### src/rtl/plot_sink_pkg.sv
// Shared constants, clear-FSM state type and address helper for the plot_sink pixel consumer.
package plot_sink_pkg;

    localparam int SCREEN_W = 320;
    localparam int SCREEN_H = 240;
    localparam int ADDR_W   = 17;
    localparam int COLOR_W  = 3;
    localparam int FB_WORDS = 76800;
    localparam int ENTRY_W  = ADDR_W + COLOR_W;

    typedef enum logic [1:0] {
        CLR_IDLE  = 2'd0,
        CLR_CLEAR = 2'd1,
        CLR_DONE  = 2'd2
    } clr_state_t;

    // y*320 + x as two shifts and an add; y*320 = y*256 + y*64
    function automatic logic [ADDR_W-1:0] pix_addr(input logic [8:0] x, input logic [7:0] y);
        logic [ADDR_W-1:0] y_ext;
        y_ext = {9'd0, y};
        return (y_ext << 8) + (y_ext << 6) + {8'd0, x};
    endfunction

endpackage

### src/rtl/plot_sink_if.sv
// Pixel-plot stream and framebuffer write port seen by plot_sink (slave) and its driver (master).
interface plot_sink_if;
    import plot_sink_pkg::*;

    logic [8:0]         x_in;
    logic [7:0]         y_in;
    logic [COLOR_W-1:0] color_in;
    logic               plot_in;
    logic               mem_ready;
    logic               mem_we;
    logic [ADDR_W-1:0]  mem_addr;
    logic [COLOR_W-1:0] mem_data;

    modport master (
        output x_in, y_in, color_in, plot_in, mem_ready,
        input  mem_we, mem_addr, mem_data
    );

    modport slave (
        input  x_in, y_in, color_in, plot_in, mem_ready,
        output mem_we, mem_addr, mem_data
    );

endinterface

### src/rtl/plot_sink_fifo.sv
// Synchronous FIFO; a push into a full FIFO is accepted only when a pop happens on the same edge.
module plot_sink_fifo #(
    parameter int DEPTH = 8,
    parameter int WIDTH = 20
) (
    input  logic             clk,
    input  logic             reset_n,
    input  logic             push,
    input  logic [WIDTH-1:0] push_data,
    input  logic             pop,
    output logic [WIDTH-1:0] head,
    output logic             full,
    output logic             empty,
    output logic             drop
);

    localparam int PTR_W = $clog2(DEPTH);
    localparam int CNT_W = $clog2(DEPTH) + 1;

    logic [WIDTH-1:0] store [DEPTH];
    logic [PTR_W-1:0] wr_ptr;
    logic [PTR_W-1:0] rd_ptr;
    logic [CNT_W-1:0] count;
    logic             do_push;
    logic             do_pop;

    assign empty   = (count == '0);
    assign full    = (count == CNT_W'(DEPTH));
    assign do_pop  = pop && !empty;
    assign do_push = push && (!full || do_pop);
    assign drop    = push && full && !do_pop;
    assign head    = store[rd_ptr];

    always_ff @(posedge clk or negedge reset_n) begin
        if (!reset_n) begin
            wr_ptr <= '0;
            rd_ptr <= '0;
            count  <= '0;
        end else begin
            if (do_push) wr_ptr <= wr_ptr + 1'b1;
            if (do_pop)  rd_ptr <= rd_ptr + 1'b1;
            case ({do_push, do_pop})
                2'b10:   count <= count + 1'b1;
                2'b01:   count <= count - 1'b1;
                default: count <= count;
            endcase
        end
    end

    // Storage needs no reset: head is only observed while count is non-zero.
    always_ff @(posedge clk) begin
        if (do_push) store[wr_ptr] <= push_data;
    end

endmodule

### src/rtl/plot_sink.sv
// Pixel-plot sink: sample, compute linear address, buffer, drain to framebuffer port.
// Optional framebuffer clear engine compiled in with PLOT_SINK_FB_CLEAR_EN.
module plot_sink
    import plot_sink_pkg::*;
#(
    parameter int DEPTH  = 8,
    parameter int CLIP_W = 8
) (
    input  logic               clk,
    input  logic               reset_n,
    plot_sink_if.slave         bus,
    input  logic               clear_flags,
`ifdef PLOT_SINK_FB_CLEAR_EN
    input  logic               clear_go,
    input  logic [COLOR_W-1:0] clear_color,
    output logic               clear_done,
`endif
    output logic               busy,
    output logic               overflow,
    output logic [CLIP_W-1:0]  clip_count
);

    logic               in_range;
    logic               clip_evt;
    logic               s1_valid;
    logic [8:0]         s1_x;
    logic [7:0]         s1_y;
    logic [COLOR_W-1:0] s1_color;
    logic [ENTRY_W-1:0] push_data;
    logic [ENTRY_W-1:0] fifo_head;
    logic               fifo_full;
    logic               fifo_empty;
    logic               fifo_drop;
    logic               fifo_pop;
    logic               clearing;

    assign in_range = (bus.x_in < 9'(SCREEN_W)) && (bus.y_in < 8'(SCREEN_H));
    assign clip_evt = bus.plot_in && !in_range;

    always_ff @(posedge clk or negedge reset_n) begin
        if (!reset_n) begin
            s1_valid <= 1'b0;
            s1_x     <= '0;
            s1_y     <= '0;
            s1_color <= '0;
        end else begin
            s1_valid <= bus.plot_in && in_range;
            s1_x     <= bus.x_in;
            s1_y     <= bus.y_in;
            s1_color <= bus.color_in;
        end
    end

    // A new event in the same cycle as clear_flags wins over the clear.
    always_ff @(posedge clk or negedge reset_n) begin
        if (!reset_n) begin
            clip_count <= '0;
            overflow   <= 1'b0;
        end else begin
            if (clip_evt)
                clip_count <= clear_flags ? CLIP_W'(1) :
                              (&clip_count ? clip_count : clip_count + 1'b1);
            else if (clear_flags)
                clip_count <= '0;

            if (fifo_drop)
                overflow <= 1'b1;
            else if (clear_flags)
                overflow <= 1'b0;
        end
    end

    assign push_data = {pix_addr(s1_x, s1_y), s1_color};
    assign fifo_pop  = !clearing && !fifo_empty && bus.mem_ready;

    plot_sink_fifo #(
        .DEPTH (DEPTH),
        .WIDTH (ENTRY_W)
    ) u_fifo (
        .clk       (clk),
        .reset_n   (reset_n),
        .push      (s1_valid),
        .push_data (push_data),
        .pop       (fifo_pop),
        .head      (fifo_head),
        .full      (fifo_full),
        .empty     (fifo_empty),
        .drop      (fifo_drop)
    );

`ifdef PLOT_SINK_FB_CLEAR_EN
    // state     | meaning
    // CLR_IDLE  | port owned by the FIFO, waiting for clear_go
    // CLR_CLEAR | sweeping addresses 0..FB_WORDS-1 with the latched colour
    // CLR_DONE  | one-cycle clear_done pulse, then back to idle
    clr_state_t         clr_state;
    clr_state_t         clr_next;
    logic [ADDR_W-1:0]  clr_addr;
    logic [COLOR_W-1:0] clr_color_q;

    always_ff @(posedge clk or negedge reset_n) begin
        if (!reset_n) begin
            clr_state   <= CLR_IDLE;
            clr_addr    <= '0;
            clr_color_q <= '0;
        end else begin
            clr_state <= clr_next;
            if (clr_state == CLR_IDLE && clear_go) begin
                clr_addr    <= '0;
                clr_color_q <= clear_color;
            end else if (clr_state == CLR_CLEAR && bus.mem_ready) begin
                clr_addr <= clr_addr + 1'b1;
            end
        end
    end

    always_comb begin
        clr_next   = clr_state;
        clear_done = 1'b0;
        case (clr_state)
            CLR_IDLE:  if (clear_go) clr_next = CLR_CLEAR;
            CLR_CLEAR: if (bus.mem_ready && clr_addr == ADDR_W'(FB_WORDS - 1)) clr_next = CLR_DONE;
            CLR_DONE: begin
                clear_done = 1'b1;
                clr_next   = CLR_IDLE;
            end
            default:   clr_next = CLR_IDLE;
        endcase
    end

    assign clearing = (clr_state == CLR_CLEAR);
`else
    assign clearing = 1'b0;
`endif

    always_comb begin
        bus.mem_we   = !fifo_empty;
        bus.mem_addr = '0;
        bus.mem_data = '0;
        if (!fifo_empty) begin
            bus.mem_addr = fifo_head[ENTRY_W-1:COLOR_W];
            bus.mem_data = fifo_head[COLOR_W-1:0];
        end
`ifdef PLOT_SINK_FB_CLEAR_EN
        if (clearing) begin
            bus.mem_we   = 1'b1;
            bus.mem_addr = clr_addr;
            bus.mem_data = clr_color_q;
        end
`endif
    end

    assign busy = s1_valid || !fifo_empty || clearing;

endmodule

### src/flat_wrapper.sv
// flat-port wrapper written by rule: the top's interface ports become plain ports
module plot_sink_flat import plot_sink_pkg::*;
#(
    parameter int DEPTH  = 8,
    parameter int CLIP_W = 8
)
  (clk, reset_n, clear_flags, busy, overflow, clip_count, bus_x_in, bus_y_in, bus_color_in, bus_plot_in, bus_mem_ready, bus_mem_we, bus_mem_addr, bus_mem_data);
  plot_sink_if bus_i ();
  input  logic clk;
  input  logic reset_n;
  input  logic clear_flags;
  output logic busy;
  output logic overflow;
  output logic [CLIP_W-1:0] clip_count;
  input wire logic [$bits(bus_i.x_in)-1:0] bus_x_in;
  input wire logic [$bits(bus_i.y_in)-1:0] bus_y_in;
  input wire logic [$bits(bus_i.color_in)-1:0] bus_color_in;
  input wire logic [$bits(bus_i.plot_in)-1:0] bus_plot_in;
  input wire logic [$bits(bus_i.mem_ready)-1:0] bus_mem_ready;
  output wire logic [$bits(bus_i.mem_we)-1:0] bus_mem_we;
  output wire logic [$bits(bus_i.mem_addr)-1:0] bus_mem_addr;
  output wire logic [$bits(bus_i.mem_data)-1:0] bus_mem_data;
  assign bus_i.x_in = bus_x_in;
  assign bus_i.y_in = bus_y_in;
  assign bus_i.color_in = bus_color_in;
  assign bus_i.plot_in = bus_plot_in;
  assign bus_i.mem_ready = bus_mem_ready;
  assign bus_mem_we = bus_i.mem_we;
  assign bus_mem_addr = bus_i.mem_addr;
  assign bus_mem_data = bus_i.mem_data;
  plot_sink #(.DEPTH(DEPTH), .CLIP_W(CLIP_W)) u_core (.clk(clk), .reset_n(reset_n), .bus(bus_i), .clear_flags(clear_flags), .busy(busy), .overflow(overflow), .clip_count(clip_count));
endmodule
### config.mk
export PLATFORM = sky130hd
export DESIGN_NAME = plot_sink_flat
export DESIGN_NICKNAME = d
export VERILOG_FILES = /design/src/rtl/plot_sink_pkg.sv /design/src/rtl/plot_sink_if.sv /design/src/rtl/plot_sink_fifo.sv /design/src/rtl/plot_sink.sv /design/src/flat_wrapper.sv
export SDC_FILE = /design/constraint.sdc
export NUM_CORES = 1
export LEC_CHECK = 0
export BUFFER_PORTS_ARGS = -buffer_cell sky130_fd_sc_hd__buf_2
export CORE_MARGIN = 2
export CORE_UTILIZATION = 45
export DETAILED_ROUTE_END_ITERATION = 8
export PLACE_DENSITY = 0.66
export RECOVER_POWER = 25
export SYNTH_ARGS = -nofsm -noshare
export SYNTH_HDL_FRONTEND = slang
export SYNTH_SLANG_ARGS = --single-unit
### constraint.sdc
create_clock -name clk -period 3.55 [get_ports clk]
set_clock_uncertainty 0.2 [all_clocks]
set_input_delay 0.355 -clock clk [delete_from_list [all_inputs] [get_ports clk]]
set_output_delay 0.355 -clock clk [all_outputs]
set_load 0.02 [all_outputs]
==> results.tsv, run 1 <==
stage	metric	value	unit
global_routing	vias in the first global route	4368	
flow_run	maxcap violations	0	
setup_path	CP Class	reg2reg	
setup_path	CP startpoint kind	register	
setup_path	most frequent cell on the critical path	ha_1	
die	# IOs	56	
routing	drt wl/cell	19.3	um
die	Die ar.	19200	um2
final_layout	final cell count without fillers	786	
final_layout	Non-Filler Cell Area, Final	9520	um2
cts	CTS buffer count	17	
routing	vias	4206	
final_layout	Fillers	1443	
setup_path	CP max-delay cell	dfrtp_1	
final_layout	Multi-input gate area	2230	um2
place	cell count after placement	732	
setup_path	kind of end point of the critical path	register	
die	die width	139	um
cts	clk buf depth	2	
routing	drt pass-1 iters	4	
die	Core Area	17900	um2
global_routing	first-pass GRT wire length	23900	um
status	status	finished clean	
setup_path	Largest stage delay, worst path	0.43	ns
logic_synthesis	Synth Area in XOR/XNOR	1.18	%
sta	minimum clock period after layout	2.93	ns
cts	clk_lat worst skew	0.43	ns
routing	starting DRC count in detailed routing	272	
cts	quantity of hold-fixing buffers added after cts	22	
setup_path	worst-path cell chain	or3_1 > o21ai_1 > ha_1 > ha_1 > a21o_1 > a2111oi_0 > nand4b_1 > nand3_1	
cts	Resized cells post-CTS	0	
routing	Remaining DRCs	0	
logic_synthesis	largest family of logic cells by synthesized area	multiplexers	
logic_synthesis	Post-Synth Simple-Gate Area	4.66	%
sta	final setup vio count	0	
final_layout	final core utilization	53.2	%
place	GPL Wtd Cong	0.849	
sta	unrepaired setup endpoints after global routing	false	
power	Leak	3.47	nW
sta	Final Max Tran Viols	0	
routing	final wirelength	15200	um
setup_path	critical path arrival	3.04	ns
final_layout	Total Nets Final	593	
routing	Vias/cell	5.35	
logic_synthesis	sequential share of the synthesized area	71.2	%
cts	htree depth	4	
logic_synthesis	post-synthesis cell area	8160	um2
global_routing	GRT Resource Usage Total	16.4	%
logic_synthesis	Avg Inst Size Synth	18.0	um2
power	Power, Total	6.93	mW
cts	Root Driver	clkbuf_16	
routing	Routed Antenna Nets	0	
power	Peak VDD IR	0.476	mV
logic_synthesis	Synth Area in Adders	3.96	%
sta	setup TNS	0	ns
cts	post-CTS setup buffers	0	
worst_hold_path	hold path cells	2	
place	DP Area	8770	um2
worst_hold_path	worst hold path class	in2reg	
final_layout	Antenna diodes	0	
logic_synthesis	synth unique cells	44	
setup_path	R2R Setup Slk	0.62	ns
logic_synthesis	Synth Warn #	0	
final_layout	Sequential Area	5810	um2
setup_path	Crit path required time	3.66	ns
logic_synthesis	Synth Register Bits	200	
logic_synthesis	portion of netlist area occupied by mux cells	14.2	%
sta	Final Hold Violating Endpoints	0	
sta	slew margin rel.	36.7	%
cts	CTS tree	yes	
logic_synthesis	synthesized instance count	454	
place	Final HPWL DP	9150	um
cts	clock-pin slew on the worst setup and hold paths	0.07	ns
global_routing	largest net degree at the start of global routing	41	
die	row count	49	
setup_path	Worst R2R Path Depth	8	
sta	Final Cycle Share	82.5	%
sta	fmax	341	MHz
cts	clock sink count	200	
global_routing	grt total ovfl	0	
die	Starting Density	45.6	%
place	buffers added on ports	55	
final_layout	share of layout cells above drive strength 1	25.0	%
final_layout	Layout area overhead	16.7	%
setup_path	top fanout value on the critical path	6	
logic_synthesis	Synth Area in Compound Gates	3.13	%
die	die height	139	um
global_routing	initial antenna violation count	0	
logic_synthesis	Syn Nets	503	
power	Pwr Density	728	nW/um2
sta	slew of the pin with the lowest slew margin	0.950	ns
[sequential cells by signal (all words and copies together) (netlist names)]
| register | flops |
|---|---|
| u_core.clip_count | 8 |
| u_core.overflow | 1 |
| u_core.s1_color | 3 |
| u_core.s1_valid | 1 |
| u_core.s1_x | 9 |
| u_core.s1_y | 8 |
| u_core.u_fifo.count | 4 |
| u_core.u_fifo.rd_ptr | 3 |
| u_core.u_fifo.store | 160 |
| u_core.u_fifo.wr_ptr | 3 |
[layer usage]
metal,track usage (%),routed length (um)
met1,21.7,6890
met2,27.6,7510
met3,3.42,565
met4,5.37,210
met5,0,0
[stage by stage]
stage	setup WS [ns]	hold WS, ns
2_1_floorplan	0.524	-0.141
3_3_place_gp	0.779	0.263
3_5_place_dp	0.644	0.265
4_1_cts	0.631	0.0116
5_1_grt	0.436	0.0368
6_report	0.621	0.0246
[worst paths after layout]
check                                              from                 endpoint
worst max-delay path             u_core.u_fifo.count[0]   u_core.u_fifo.count[3]
worst min-delay path                        clear_flags     u_core.clip_count[4]
worst max register to register   u_core.u_fifo.count[0]   u_core.u_fifo.count[3]
worst min register to register  u_core.u_fifo.rd_ptr[2]  u_core.u_fifo.rd_ptr[2]
max in group asynchronous                       reset_n  u_core.u_fifo.rd_ptr[0]
min in group asynchronous                       reset_n           u_core.s1_x[1]
[cells in the mapped netlist, drive strengths merged]
library cell	n	area, um2
edfxtp	160	4800
dfrtp	40	1000
mux4	40	901
nor2	34	130
mux2i	22	220
ha	21	263
inv	16	60.1
nand2	14	52.6
a21oi	11	55.1
buf	10	50.1
o21ai	10	50.0
clkbuf	8	30.0
xnor2	8	70.1
nand3	7	35.0
a211oi	4	30.0
nand2b	4	25.0
nor3	4	20.0
or3	4	25.0
a21o	3	22.5
fa	3	60.1
mux2	3	33.8
o21bai	3	22.5
xor2	3	26.3
a2111oi	2	17.5
and3	2	12.5
nand3b	2	15.0
o31ai	2	15.0
or4	2	15.0
a221o	1	10.0
and2b	1	7.51
and4	1	8.76
nand4	1	6.26
nand4b	1	8.76
nor2b	1	6.26
nor4	1	6.26
o211ai	1	7.51
o21a	1	7.51
o22a	1	8.76
o32ai	1	8.76
or2	1	6.26
[logic make-up after synthesis]
kind of cell    Yosys count
buf+inv                  34
mux                      65
compound gates           40
fa+ha+maj                24
simple gates             80
flops                   200
xor+xnor                 11
[report_power, final]
part	switching, mW	internal [mW]	total, mW
logic	1.27	0.957	2.23
clock network	0.781	0.970	1.75
registers	0.114	2.83	2.95
[worst max-delay path: cells and delay by family (launching register included)]
| family | cells | cell delay [ns] |
|---|---|---|
| AND/OR/NAND/NOR | 3 | 0.65 |
| AO/OA/AOI/OAI | 3 | 0.95 |
| flip-flops | 1 | 0.43 |
| adder cells (fa/ha/maj) | 2 | 0.58 |
[placed cells by master, fill, tap and decap left out, drive strengths merged, types with 2 or more instances in the layout]
cell type    count
a2111oi          2
a211oi           4
a21o             3
a21oi           11
and3             2
buf             57
clkbuf          36
clkinv           3
clkinvlp         3
dfrtp           40
dlygate4sd3     22
edfxtp         160
fa               3
ha              21
inv             16
mux2             3
mux2i           22
mux4            40
nand2           14
nand2b           4
nand3            7
nand3b           2
nor2            34
nor3             4
o21ai           10
o21bai           3
o31ai            2
or3              4
or4              2
xnor2            8
xor2             3
[final cells by class]
cell class / count / share of cell area [%]
clock buffer: 26 / 5.25
inverter: 16 / 0.631
tap: 229 / 3.01
sequential: 200 / 61.0
timing repair buffer: 89 / 6.17
clock inverter: 6 / 0.434
multi-input combinational: 220 / 23.5
Note: power is estimated with default switching activity, not from simulation.
==> inputs of run 2 (changes only) <==
Settings changed: ABC_AREA set to 1, PLACE_DENSITY 0.66 to 0.69.
Clock period 3.55 ns to 2.4 ns, I/O delays scaled along.
==> run 2 against run 1 <==
Net effect: setup slack worse by 0.62 ns; global-route usage is 1.8 points higher; synthesized cell count is 68% higher; area after synthesis is 4.8% higher; sequential power is 48% higher; via count is 37% higher; critical path depth is 1 lower; final cell count is 41% higher; first-iteration DRC count is 55% higher; core utilization is 2.1 points higher; largest cell class unchanged.
==> results.tsv, run 2 <==
stage	metric	value	unit	change
die	die height	142	um	was 139 um
sta	final setup vio count	0		unchanged
logic_synthesis	post-synthesis cell area	8550	um2	was 8160 um2
sta	unrepaired setup endpoints after global routing	true		was false
final_layout	Total Nets Final	908		was 593
routing	Remaining DRCs	0		unchanged
final_layout	Multi-input gate area	2590	um2	was 2230 um2
status	status	finished clean		unchanged
global_routing	vias in the first global route	5476		was 4368
cts	clk_lat worst skew	0.43	ns	about the same
cts	clock-pin slew on the worst setup and hold paths	0.07	ns	about the same
worst_hold_path	worst hold path class	in2reg		unchanged
sta	slew of the pin with the lowest slew margin	1.35	ns	was 0.950 ns
final_layout	Sequential Area	5810	um2	unchanged
die	die width	142	um	was 139 um
power	Leak	4.06	nW	was 3.47 nW
cts	clk buf depth	2		unchanged
final_layout	most frequent cells in the layout	160 x edfxtp_1, 136 x nor2_1, 128 x nand2_1		was 160 x edfxtp_1, 45 x buf_2, 40 x mux4_2
logic_synthesis	synthesized instance count	761		was 454
setup_path	top fanout value on the critical path	25		was 6
die	row count	50		was 49
logic_synthesis	Post-synth EDFFs	160		unchanged
die	Die ar.	20100	um2	was 19200 um2
logic_synthesis	sequential share of the synthesized area	67.9	%	was 71.2%
logic_synthesis	Yosys top cell by area	edfxtp_1		unchanged
global_routing	GRT Resource Usage Total	18.3	%	was 16.4%
routing	drt wl/cell	16.1	um	was 19.3 um
sta	Final Max Tran Viols	0		unchanged
power	Peak VDD IR	0.700	mV	was 0.476 mV
logic_synthesis	Primary FF master, synth	edfxtp_1		unchanged
setup_path	kind of end point of the critical path	primary output		was register
setup_path	worst flop-to-flop path startpoint	u_core.s1_y[1]		was u_core.u_fifo.count[0]
setup_path	CP Class	reg2out		was reg2reg
sta	fmax	417	MHz	
global_routing	first-pass GRT wire length	27800	um	was 23900 um
sta	slew margin rel.	10.3	%	was 36.7%
setup_path	Crit path required time	1.96	ns	was 3.66 ns
logic_synthesis	largest cells by area after synthesis	edfxtp_1 56%, dfrtp_1 12%, nor2_1 6.1%		was edfxtp_1 59%, dfrtp_1 12%, mux4_2 11%
logic_synthesis	Avg Inst Size Synth	11.2	um2	was 18.0 um2
setup_path	critical path arrival	1.96	ns	was 3.04 ns
sta	minimum clock period after layout	2.40	ns	
cts	htree depth	4		unchanged
final_layout	most common cell after layout, fill and taps aside	edfxtp_1		unchanged
final_layout	Largest register FFs	160		unchanged
routing	final wirelength	17800	um	was 15200 um
sta	Final Cycle Share	99.8	%	
logic_synthesis	synth unique cells	29		was 44
routing	drt pass-1 iters	5		was 4
sta	Final Hold Violating Endpoints	0		unchanged
final_layout	share of layout cells above drive strength 1	17.7	%	was 25.0%
logic_synthesis	Synth Warn #	0		unchanged
die	Starting Density	45.8	%	was 45.6%
power	Pwr Density	1120	nW/um2	was 728 nW/um2
worst_hold_path	hold path startpoint	bus_color_in[0]		was clear_flags
final_layout	Layout area overhead	20.6	%	was 16.7%
global_routing	grt total ovfl	0		unchanged
die	Core Area	18600	um2	was 17900 um2
logic_synthesis	Syn Nets	810		was 503
place	Final HPWL DP	10800	um	was 9150 um
final_layout	final cell count without fillers	1106		was 786
setup_path	CP startpoint kind	register		unchanged
place	GPL Wtd Cong	0.828		was 0.849
flow_run	maxcap violations	0		unchanged
final_layout	Antenna diodes	0		unchanged
final_layout	Fillers	1485		was 1443
global_routing	largest net degree at the start of global routing	39		was 41
cts	clock sink count	200		unchanged
final_layout	final core utilization	55.3	%	was 53.2%
final_layout	Largest regs	u_core.u_fifo.store: 160 flops, u_core.s1_x: 9 flops		unchanged
routing	Routed Antenna Nets	0		unchanged
logic_synthesis	Synth Register Bits	200		unchanged
setup_path	Worst Setup SP	u_core.u_fifo.rd_ptr[0]		was u_core.u_fifo.count[0]
place	DP Area	9350	um2	was 8770 um2
final_layout	Non-Filler Cell Area, Final	10300	um2	was 9520 um2
logic_synthesis	most frequent cells after synthesis	160 x edfxtp_1, 138 x nor2_1, 136 x nand2_1		was 160 x edfxtp_1, 40 x dfrtp_1, 40 x mux4_2
die	# IOs	56		unchanged
logic_synthesis	cell with the most instances after synthesis	edfxtp_1		unchanged
cts	Root Driver	clkbuf_16		unchanged
cts	post-CTS setup buffers	0		unchanged
logic_synthesis	ys async rst share	20.0	%	unchanged
cts	CTS tree	yes		unchanged
power	Power, Total	11.5	mW	was 6.93 mW
logic_synthesis	Yosys top cell area share	56.2	%	was 58.9%
place	cell count after placement	1050		was 732
routing	vias	5745		was 4206
routing	Vias/cell	5.19		was 5.35
final_layout	Biggest register	u_core.u_fifo.store		unchanged
global_routing	initial antenna violation count	0		unchanged
cts	CTS buffer count	17		unchanged
routing	starting DRC count in detailed routing	422		was 272
place	buffers added on ports	55		unchanged
run 2: through the flow:
stage               TNS (ns)  hold WS [ns]  setup slack, ns
floorplan             -75.60        -0.256           -0.473
global placement       -2.10        0.0715           -0.186
detailed placement     -2.95        0.0756           -0.200
CTS                  -0.0264         0.145          -0.0222
global route           -1.88         0.245          -0.0935
finish                     0         0.245          0.00414
run 2: cell type report:
cell class,instances,area share [%]
Tap cell,234,2.84
Sequential cell,200,56.3
Inverter,34,1.31
Multi-Input combinational cell,494,25.2
Timing Repair Buffer,112,8.87
Clock inverter,15,1.36
Clock buffer,17,4.13
run 2: cell families after synthesis:
group	Yosys count	share of synthesized area, %
xor+xnor	13	1.33
flops	200	67.9
fa+ha+maj	24	3.78
buf+inv	67	3.94
compound gates	121	7.17
simple gates	336	15.8
run 2: final timing paths:
path / to / slack, ns / cells after the start
worst max-delay path: bus_mem_addr[1] / 0.004 / 7
worst min-delay path: u_core.s1_color[0] / 0.25 / 2
worst max register to register: u_core.u_fifo.store[7][16] / 0.03 / 8
worst min register to register: u_core.overflow / 0.33 / 2
max in group asynchronous: u_core.u_fifo.rd_ptr[0] / 0.68 / 2
min in group asynchronous: u_core.clip_count[2] / 0.43 / 2
run 2: power breakdown:
group          internal (mW)  switching (mW)
clock network           1.37            1.30
registers               4.20           0.177
logic                   1.54            2.95
total                   7.11            4.42
run 2: timing repair:
item,4_1_cts,5_1_grt
gates resized for setup,13,26
cloned,0,0
pin swaps,2,6
hold endpoints to repair,44,0
hold buffers,24,0
setup endpoints to repair,54,81
run 2: critical path, stage by stage (launching register included):
cell     delay, ns
dfrtp_2       0.48
inv_6         0.19
buf_12        0.20
nor2_1        0.05
o21ai_0       0.17
a21oi_1       0.06
nor2_1        0.18
buf_2         0.20
run 2: routing by layer:
metal	track usage (%)	routed length, um	up-vias
li1	-	-	2809
met1	23.0	7480	2760
met2	30.7	9140	149
met3	3.58	855	27
met4	8.37	334	0
met5	0	0	-
